**src/rtl/d_ff_pipe.sv**
```systemverilog
// WIDTH-bit, DEPTH-stage register pipeline with per-stage valid, stall, flush,
// runtime-selectable output tap and a registered occupancy count.

module d_ff_pipe_stage #(
    parameter int               WIDTH   = 8,
    parameter logic [WIDTH-1:0] RST_VAL = '0
) (
    input  logic             clk_i,
    input  logic             rst_ni,
    input  logic             clr_i,
    input  logic             en_i,
    input  logic [WIDTH-1:0] d_i,
    input  logic             v_i,
    output logic [WIDTH-1:0] d_o,
    output logic             v_o,
    output logic             v_nxt_o
);

    logic [WIDTH-1:0] d_q, d_d;
    logic             v_q, v_d;

    always_comb begin
        d_d = d_q;
        v_d = v_q;
        if (clr_i) begin
            d_d = RST_VAL;
            v_d = 1'b0;
        end else if (en_i) begin
            d_d = d_i;
            v_d = v_i;
        end
    end

    always_ff @(posedge clk_i or negedge rst_ni) begin
        if (!rst_ni) begin
            d_q <= RST_VAL;
            v_q <= 1'b0;
        end else begin
            d_q <= d_d;
            v_q <= v_d;
        end
    end

    assign d_o     = d_q;
    assign v_o     = v_q;
    assign v_nxt_o = v_d;

endmodule

module d_ff_pipe #(
    parameter int               WIDTH   = 8,
    parameter int               DEPTH   = 4,
    parameter logic [WIDTH-1:0] RST_VAL = '0,
    localparam int              DW      = $clog2(DEPTH + 1)
) (
    input  logic             clk,
    input  logic             rst,
    input  logic             en,
    input  logic             clr,
    input  logic             in_valid,
    input  logic [WIDTH-1:0] d_in,
    input  logic [DW-1:0]    dly,
    output logic [WIDTH-1:0] d_out,
    output logic             out_valid,
    output logic [DW-1:0]    occ
);

    localparam int IW = (DEPTH > 1) ? $clog2(DEPTH) : 1;

    logic [DEPTH-1:0][WIDTH-1:0] data_q;
    logic [DEPTH-1:0][WIDTH-1:0] src_d;
    logic [DEPTH-1:0]            v_q;
    logic [DEPTH-1:0]            src_v;
    logic [DEPTH-1:0]            v_d;
    logic [DW-1:0]               occ_q, occ_d;
    logic [IW-1:0]               tap;

    for (genvar g = 0; g < DEPTH; g++) begin : g_stage
        // Stage 0 takes a bubble (RST_VAL, invalid) when the input is not qualified.
        if (g == 0) begin : g_head
            assign src_d[g] = in_valid ? d_in : RST_VAL;
            assign src_v[g] = in_valid;
        end else begin : g_body
            assign src_d[g] = data_q[g-1];
            assign src_v[g] = v_q[g-1];
        end

        d_ff_pipe_stage #(
            .WIDTH   (WIDTH),
            .RST_VAL (RST_VAL)
        ) u_stage (
            .clk_i   (clk),
            .rst_ni  (rst),
            .clr_i   (clr),
            .en_i    (en),
            .d_i     (src_d[g]),
            .v_i     (src_v[g]),
            .d_o     (data_q[g]),
            .v_o     (v_q[g]),
            .v_nxt_o (v_d[g])
        );
    end

    function automatic logic [DW-1:0] popcnt(input logic [DEPTH-1:0] v);
        logic [DW-1:0] cnt;
        cnt = '0;
        for (int i = 0; i < DEPTH; i++) cnt = cnt + DW'(v[i]);
        return cnt;
    endfunction

    // occ tracks the next valid vector so it lines up with the stages after each edge.
    assign occ_d = popcnt(v_d);

    always_ff @(posedge clk or negedge rst) begin
        if (!rst) occ_q <= '0;
        else      occ_q <= occ_d;
    end

    always_comb begin
        tap = '0;
        if (dly == '0)              tap = '0;
        else if (dly > DW'(DEPTH))  tap = IW'(DEPTH - 1);
        else                        tap = IW'(dly - 1'b1);
    end

    assign d_out     = data_q[tap];
    assign out_valid = v_q[tap];
    assign occ       = occ_q;

endmodule

```
**config.mk**
```make
export PLATFORM = sky130hd
export DESIGN_NAME = d_ff_pipe
export DESIGN_NICKNAME = d
export VERILOG_FILES = /design/src/rtl/d_ff_pipe.sv
export SDC_FILE = /design/constraint.sdc
export NUM_CORES = 1
export LEC_CHECK = 0
export ABC_AREA = 1
export BUFFER_PORTS_ARGS = -buffer_cell sky130_fd_sc_hd__clkbuf_2
export CAP_MARGIN = 20
export CORE_ASPECT_RATIO = 1.4
export CORE_MARGIN = 1
export CORE_UTILIZATION = 35
export DETAILED_ROUTE_END_ITERATION = 10
export GPL_TIMING_DRIVEN = 0
export HOLD_SLACK_MARGIN = 0.15
export PLACE_DENSITY = 0.56
export SYNTH_ARGS = -nofsm -noshare
export SYNTH_HDL_FRONTEND = slang
export SYNTH_SLANG_ARGS = --single-unit
```
**constraint.sdc**
```tcl
create_clock -name clk -period 1.7 [get_ports clk]
set_input_delay 0.085 -clock clk [delete_from_list [all_inputs] [get_ports clk]]
set_output_delay 0.085 -clock clk [all_outputs]
set_load 0.01 [all_outputs]
```
==> impl_metrics.tcl, run 1 <==
set metrics [dict create \
    clk_latency_ps 290 \
    worst_ep_required_time_ps 1870 \
    p_leak_nw 1.19 \
    min_to "g_stage[3].u_stage.d_o[1]" \
    syn_avg_cell_area_sq_um 8.90 \
    cts_buffer_depth 2 \
    power.density_nw_per_um2 792 \
    yosysWarnings 0 \
    yosysUniqueCellTypes 19 \
    cts.sinks 39 \
    synthesis.area_sq_um 1910 \
    root_buffer "clkbuf_8" \
    reg2reg_to "occ[1]" \
    final.setup.tns_ps 0 \
    fin_nets 277 \
    coreArea_sq_um 5200 \
    min_period_ps 1620 \
    io_buffers 27 \
    slew_viol_final 0 \
    final_hold_viol_count 0 \
    irDropWorstVdd_uv 517 \
    slowest_stage "fa_1" \
    holdPathStages 3 \
    cts_buffers 5 \
    drt_iter0_drc 60 \
    drv_cap 0 \
    io-pin-count 28 \
    antenna_found_initial 0 \
    synth_seq_cells 39 \
    status "completed" \
    async_flop_share_pct 100 \
    synthToLayoutAreaGrowth_pct 22.2 \
    place_ws_ps -349 \
    start_util_pct 36.7 \
    setup_ws_ps 84.0 \
    finClkSkew_ps 7.44 \
    clkTransAtPathRegs_ps 70 \
    yosys-top-cells-count "54 x nand3_1, 48 x inv_1, 39 x dfrtp_1" \
    vias 1599 \
    n_antenna_cell 0 \
    fp.dieW_um 64.4 \
    cts_tree "yes" \
    path_class "input pin to flop" \
    die_h_um 89.3 \
    post_drt_via_cell_ratio 4.97 \
    grt_max_degree 40 \
    synth_top_area_share_pct 51.2 \
    path_buf_inv 3 \
    yosysMostFrequentCell "nand3_1" \
    synth_enable_flop_cells 0 \
    synthCells 214 \
    route.detailed.drc 0 \
    cp_max_fo 10 \
    path_cells "clkbuf_2, or2_1, buf_2, buf_6, o22ai_4, fa_1, ha_1, ha_1" \
    hpwl_mm 3.11 \
    reg2reg_depth 5 \
    timing.rr.start "g_stage[1].u_stage.v_o" \
    ant_nets 0 \
    grt_pass1_wl_mm 8.00 \
    fin_crit_sh_pct 95.1 \
    globalRouteOverflowTotal 0 \
    synthTopCellsByArea "dfrtp_1 51%, nand3_1 14%, o22ai_1 11%, inv_1 9.5%, nand2_1 2.4%" \
    grt_pass1_vias 1553 \
    place.gp.congestion 0.801 \
    syn_nets 234 \
    fmaxAchievable_mhz 619 \
    critPathTopFamily "adder cells" \
    core.rowCount 31 \
    slowest_delay_ps 420 \
    slew_headroom_pct 35.3 \
    layout-drive-gt1-share_pct 21.9 \
    yosysSeqAreaShare_pct 51.2 \
    wl_per_cell_um 14.5 \
    finalWirelength_mm 4.66 \
    worst_ep_arrival_time_ps 1790 \
    power.total_mw 1.84 \
    rsz0062_at_grt "false" \
    first_pass_iters 4 \
    dieArea_sq_um 5750 \
    post-synth-top-area-cell "dfrtp_1" \
    track_usage_pct 18.7 \
    final_core_util_pct 44.8 \
    cp-end-kind "flop" \
    cp_common_cell "ha_1" \
    hold_class "input pin to flop" \
    worstHoldStart "en" \
    synth_ff_type "dfrtp_1" \
    worst_pin_slew_ps 970 \
    cp-start-kind "input pin" \
    cts_setup_buffers 0 \
    whs_ps 241 \
    setup_viol 0 \
    r2r_slack_ps 90 \
    htreeDepth 2 \
]
==> worst max path at each step <==
stage                           start     end  slack (ps)  cells past startpoint
3_5_place_dp                      clr  occ[1]        -350                      8
6_report                          clr  occ[1]          80                      8
5_1_grt        g_stage[2].u_stage.v_o  occ[1]           2                      5
3_3_place_gp                      clr  occ[1]        -330                      8
4_1_cts                           clr  occ[1]           5                      8
2_1_floorplan                     clr  occ[1]           2                      7
==> worst min-delay path, cell delays in order <==
cell	delay, ps
clkbuf_2	100
nand2_2	200
o22ai_1	100
==> cell usage in the layout (no fill, tap or decap), types with 4 or more instances in the layout <==
master and count:
nand2_1 11, nand2_2 4, dlygate4sd3_1 9, buf_2 4, o22ai_1 33, inv_1 47
nand3_1 54, dfrtp_1 39, clkbuf_2 27, clkbuf_8 5, buf_4 4
==> final cells by class <==
cell class                 count  area, sq um
buffer                        11         87.6
clock buffer                   6         72.6
fill                         560         2870
inverter                      50          188
multi-input combinational    114          697
sequential                    39          976
tap                           66         82.6
timing repair buffer          36          225
==> stage by stage <==
| stage | instances | area, sq um |
|---|---|---|
| after detailed placement | 307 | 2160 |
| after CTS | 322 | 2330 |
| after global placement | 307 | 2160 |
| after global routing | 322 | 2330 |
| final | 322 | 2330 |
| after floorplan | 214 | 1940 |
==> metal layers <==
| metal | vias to the layer above | track usage [%] | share of wire, % |
|---|---|---|---|
| li1 | 802 | - | - |
| met1 | 772 | 24.5 | 47 |
| met2 | 19 | 30.5 | 49 |
| met3 | 6 | 3.44 | 2.3 |
| met4 | 0 | 7.88 | 1.9 |
| met5 | - | 0 | 0 |
==> report_power, final <==
part	total, mW	internal [mW]	switching (mW)
sequential	0.951	0.946	0.00484
combinational	0.320	0.121	0.199
clock	0.573	0.273	0.300
==> what timing repair did <==
item	in CTS	in global routing
setup endpoints to repair	1	2
hold buffers	9	0
hold endpoints to repair	47	0
pin swaps	0	1
cloned	0	0
gates resized for setup	2	2
==> logic make-up (layout without fill, tap and decap cells) <==
group / after synthesis / after routing / synth area share (%)
AOI/OAI and AO/OA: 37 / 37 / 12.6
adders and majority gates: 4 / 4 / 3.02
and+or+nand+nor: 73 / 73 / 19.2
DFF: 39 / 39 / 51.2
buffers and inverters: 61 / 103 / 14.0
==> sequential cells by signal, summed over array words and instances (netlist names) <==
signal / cells
g_stage.u_stage.d_o: 32
g_stage.u_stage.v_o: 4
occ: 3
No activity file was read; power rests on OpenSTA's default activity.
==> run 2, diff against run 1 <==
- REMOVE_ABC_BUFFERS: default -> 1
==> impl_metrics.tcl, run 2 (synthesis gave the netlist of run 1 again) <==
set metrics [dict create \
    synthToLayoutAreaGrowth_pct 23.5 \
    layout_common_cells "53 x nand3_1, 47 x inv_1, 39 x dfrtp_1" \
    cts_tree "yes" \
    wl_per_cell_um 13.9 \
    cp-start-kind "flop" \
    whs_ps 263 \
    min_period_ps 1600 \
    reg2reg_to "occ[1]" \
    clk_latency_ps 290 \
    fmaxAchievable_mhz 623 \
    cp_max_fo 3 \
    layout-drive-gt1-share_pct 20.4 \
    io_buffers 27 \
    worstHoldStart "in_valid" \
    largest_reg_flops 32 \
    p_leak_nw 1.20 \
    htreeDepth 2 \
    grt_pass1_wl_mm 7.38 \
    grt_max_degree 40 \
    irDropWorstVdd_uv 772 \
    fp.dieW_um 64.4 \
    slew_headroom_pct 72.4 \
    finClkSkew_ps 12.0 \
    globalRouteOverflowTotal 0 \
    worst_ep_arrival_time_ps 1780 \
    hold_class "input pin to flop" \
    final.setup.tns_ps 0 \
    grt_pass1_vias 1577 \
    hpwl_mm 2.68 \
    core.rowCount 31 \
    fin_nets 269 \
    finalWirelength_mm 4.40 \
    n_antenna_cell 0 \
    status "completed" \
    final_core_util_pct 45.3 \
    vias 1569 \
    place_inst 297 \
    final_common_cell "nand3_1" \
    first_pass_iters 4 \
    rsz0062_at_grt "false" \
    timing.rr.start "g_stage[2].u_stage.v_o" \
    path_class "flop to flop" \
    drt_iter0_drc 77 \
    nFillCells 538 \
    holdPathStages 3 \
    track_usage_pct 17.2 \
    post_drt_via_cell_ratio 4.97 \
    r2r_slack_ps 100 \
    setup_viol 0 \
    clkTransAtPathRegs_ps 80 \
    place_ws_ps -637 \
    instances_no_fill 316 \
    power.density_nw_per_um2 920 \
    antenna_found_initial 0 \
    route.detailed.drc 0 \
    min_to "g_stage[0].u_stage.d_o[6]" \
    multiInputGateArea_sq_um 692 \
    slew_viol_final 0 \
    cts_buffers 5 \
    start_util_pct 36.7 \
    worst_pin_slew_ps 414 \
    final_hold_viol_count 0 \
    ant_nets 0 \
    place.gp.congestion 0.722 \
    drv_cap 0 \
    cts_setup_buffers 0 \
    coreArea_sq_um 5200 \
    regArea_sq_um 976 \
    cts.sinks 39 \
    worst_ep_required_time_ps 1870 \
    root_buffer "clkbuf_8" \
    dieArea_sq_um 5750 \
    die_h_um 89.3 \
    cp-end-kind "flop" \
    reg2reg_depth 5 \
    fin_crit_sh_pct 94.4 \
    io-pin-count 28 \
    setup_ws_ps 95.1 \
    cts_buffer_depth 2 \
]
-- run 2: cell types whose count changed in the layout (fill, tap and decap cells not counted), moves of 2 or more --
cell,before,now
o22ai_4,2,0
buf_2,4,0
o22ai_2,0,2
buf_6,2,0
bufinv_16,0,2
buf_4,4,0
-- run 2: what timing repair did --
item	4_1_cts	5_1_grt
gates resized for setup	2	7
hold buffers	9	1
endpoints found under the setup margin	3	2
hold endpoints to repair	47	2
-- run 2: layer usage --
layer	global-route usage [%]	vias up	share of wire (%)
met5	0	-	0
met4	7.88	0	2.1
met3	3.70	8	3.4
met2	30.4	26	53
met1	20.0	753	41
li1	-	782	-
-- run 2: cell type report --
class                           count  share of cell area (%)
Clock buffer                        6                    3.08
Sequential cell                    39                    41.5
Inverter                           50                    7.97
Multi-Input combinational cell    114                    29.4
Tap cell                           66                    3.51
Clock inverter                      2                    2.55
Timing Repair Buffer               39                    12.0
-- run 2: how the worst max path moves through the flow --
stage,cells past startpoint,to,startpoint
floorplan,5,occ[1],en
global route,5,occ[1],g_stage[0].u_stage.v_o
finish,5,occ[1],g_stage[2].u_stage.v_o
CTS,6,occ[1],en
detailed placement,7,occ[1],clr
global placement,6,occ[1],en
-- run 2: power breakdown --
part           internal [mW]  switching (mW)  total (mW)
Clock                  0.587           0.314       0.901
Sequential             0.946         0.00523       0.951
Combinational          0.117           0.195       0.312
-- run 2: worst max-delay path: stages (launching register included) --
cell,delay (ps)
dfrtp_1,320
inv_1,60
o22ai_2,200
fa_1,450
ha_1,190
ha_1,260
-- run 2: through the flow --
stage / total power, mW / area (sq um)
2_1_floorplan: 1.13 / 1830
5_1_grt: 2.28 / 2350
6_report: 2.16 / 2350
4_1_cts: 2.18 / 2300
3_3_place_gp: 1.24 / 2040
3_5_place_dp: 1.25 / 2070
==> run 3, diff against run 2 <==
- RECOVER_POWER: default -> 25
==> impl_metrics.tcl, run 3 (synthesis gave the netlist of run 1 again) <==
set metrics [dict create \
    instances_no_fill 316 \
    fin_crit_sh_pct 94.4 \
    root_buffer "clkbuf_8" \
    worst_pin_slew_ps 996 \
    cts_buffers 5 \
    layout-drive-gt1-share_pct 19.6 \
    slowest_stage "fa_1" \
    drv_cap 0 \
    wl_per_cell_um 14.0 \
    io_buffers 27 \
    synthToLayoutAreaGrowth_pct 22.2 \
    reg2reg_depth 5 \
    min_to "g_stage[0].u_stage.d_o[6]" \
    power_frac_seq_pct 44.1 \
    timing.rr.start "g_stage[2].u_stage.v_o" \
    holdPathStages 3 \
    cts_setup_buffers 0 \
    fin_nets 269 \
    vias 1581 \
    min_period_ps 1600 \
    hpwl_mm 2.68 \
    fin_area_sq_um 2330 \
    final_core_util_pct 44.8 \
    io-pin-count 28 \
    post_drt_via_cell_ratio 5.00 \
    whs_ps 269 \
    rsz0062_at_grt "false" \
    slowest_delay_ps 450 \
    cp_max_fo 3 \
    layout_common_cells "53 x nand3_1, 47 x inv_1, 39 x dfrtp_1" \
    p_leak_nw 1.19 \
    p_sw_share_pct 23.8 \
    antenna_found_initial 0 \
    final.setup.tns_ps 0 \
    grt_pass1_wl_mm 7.38 \
    setup_ws_ps 95.8 \
    p_switching_mw 0.514 \
    regArea_sq_um 976 \
    p_int_mw 1.64 \
    setup_viol 0 \
    fp.dieW_um 64.4 \
    place_area_sq_um 2070 \
    place_inst 297 \
    cts_tree "yes" \
    grt_max_degree 40 \
    multiInputGateArea_sq_um 692 \
    path_class "flop to flop" \
    cts_buffer_depth 2 \
    nFillCells 541 \
    cp-start-kind "flop" \
    slew_viol_final 0 \
    ant_nets 0 \
    clkTransAtPathRegs_ps 80 \
    cp_common_cell "ha_1" \
    die_h_um 89.3 \
    final_hold_viol_count 0 \
    worst_ep_required_time_ps 1870 \
    route.detailed.drc 0 \
    p_comb_share_pct 14.1 \
    r2r_slack_ps 100 \
    globalRouteOverflowTotal 0 \
    status "completed" \
    place_ws_ps -637 \
    coreArea_sq_um 5200 \
    grt_pass1_vias 1577 \
    power.total_mw 2.16 \
    cts.sinks 39 \
    hold_class "input pin to flop" \
    place.gp.congestion 0.722 \
    final_common_cell "nand3_1" \
    power.density_nw_per_um2 926 \
    core.rowCount 31 \
    finalWirelength_mm 4.43 \
    slew_headroom_pct 33.6 \
    worstHoldStart "in_valid" \
    worst_ep_arrival_time_ps 1780 \
    dieArea_sq_um 5750 \
    first_pass_iters 4 \
    cp-end-kind "flop" \
    irDropWorstVdd_uv 772 \
    track_usage_pct 17.2 \
    reg2reg_to "occ[1]" \
    clock_power_share_pct 41.7 \
    htreeDepth 2 \
    finClkSkew_ps 12.1 \
    drt_iter0_drc 93 \
    largest_reg_flops 32 \
    start_util_pct 36.7 \
    clk_latency_ps 290 \
    n_antenna_cell 0 \
    fmaxAchievable_mhz 623 \
    path_cells "inv_1, o22ai_2, fa_1, ha_1, ha_1" \
]
-- run 3: changes by cell type in the layout (fill, tap and decap cells not counted) --
cell and delta:
buf_16 -1, clkbuf_1 +2, clkbuf_2 -1
-- run 3: what timing repair did --
action,in CTS,in global routing
gates resized for setup,2,7
endpoints found under the hold margin,47,2
endpoints found under the setup margin,3,2
hold buffers,9,1
-- run 3: critical path: cells and delay by family, from the launching register on --
kind,cells,cell delay (ps)
adders and majority gates,3,900
DFF,1,320
AOI/OAI and AO/OA,1,200
buffers and inverters,1,60
-- run 3: layer usage --
layer  up-vias  global-route usage (%)  share of wire [%]
met5         -                       0                  0
met4         0                    7.88                2.1
met3         8                    3.70                3.5
met2        30                    30.4                 52
met1       760                    20.0                 42
li1        783                       -                  -
-- run 3: worst max path at each step --
| stage | start | endpoint | slack [ps] | cells past startpoint |
|---|---|---|---|---|
| after floorplan | en | occ[1] | -350 | 5 |
| after global placement | en | occ[1] | -920 | 6 |
| after detailed placement | clr | occ[1] | -640 | 7 |
| after CTS | en | occ[1] | 5 | 6 |
| after global routing | g_stage[0].u_stage.v_o | occ[1] | 20 | 5 |
| final | g_stage[2].u_stage.v_o | occ[1] | 100 | 5 |
-- run 3: final cells by class --
class,count,share of cell area [%]
Inverter,50,8.06
Multi-Input combinational cell,114,29.7
Clock inverter,2,2.58
Timing Repair Buffer,39,11.1
Tap cell,66,3.55
Clock buffer,6,3.12
Sequential cell,39,41.9
-- run 3: power groups by stage --
stage          registers, mW  clock network [mW]  logic, mW
6_report               0.951               0.901      0.305
5_1_grt                0.952               0.975      0.342
4_1_cts                0.951               0.928      0.304
3_5_place_dp           0.969                   0      0.285
3_3_place_gp           0.968                   0      0.274
2_1_floorplan          0.970                   0      0.163
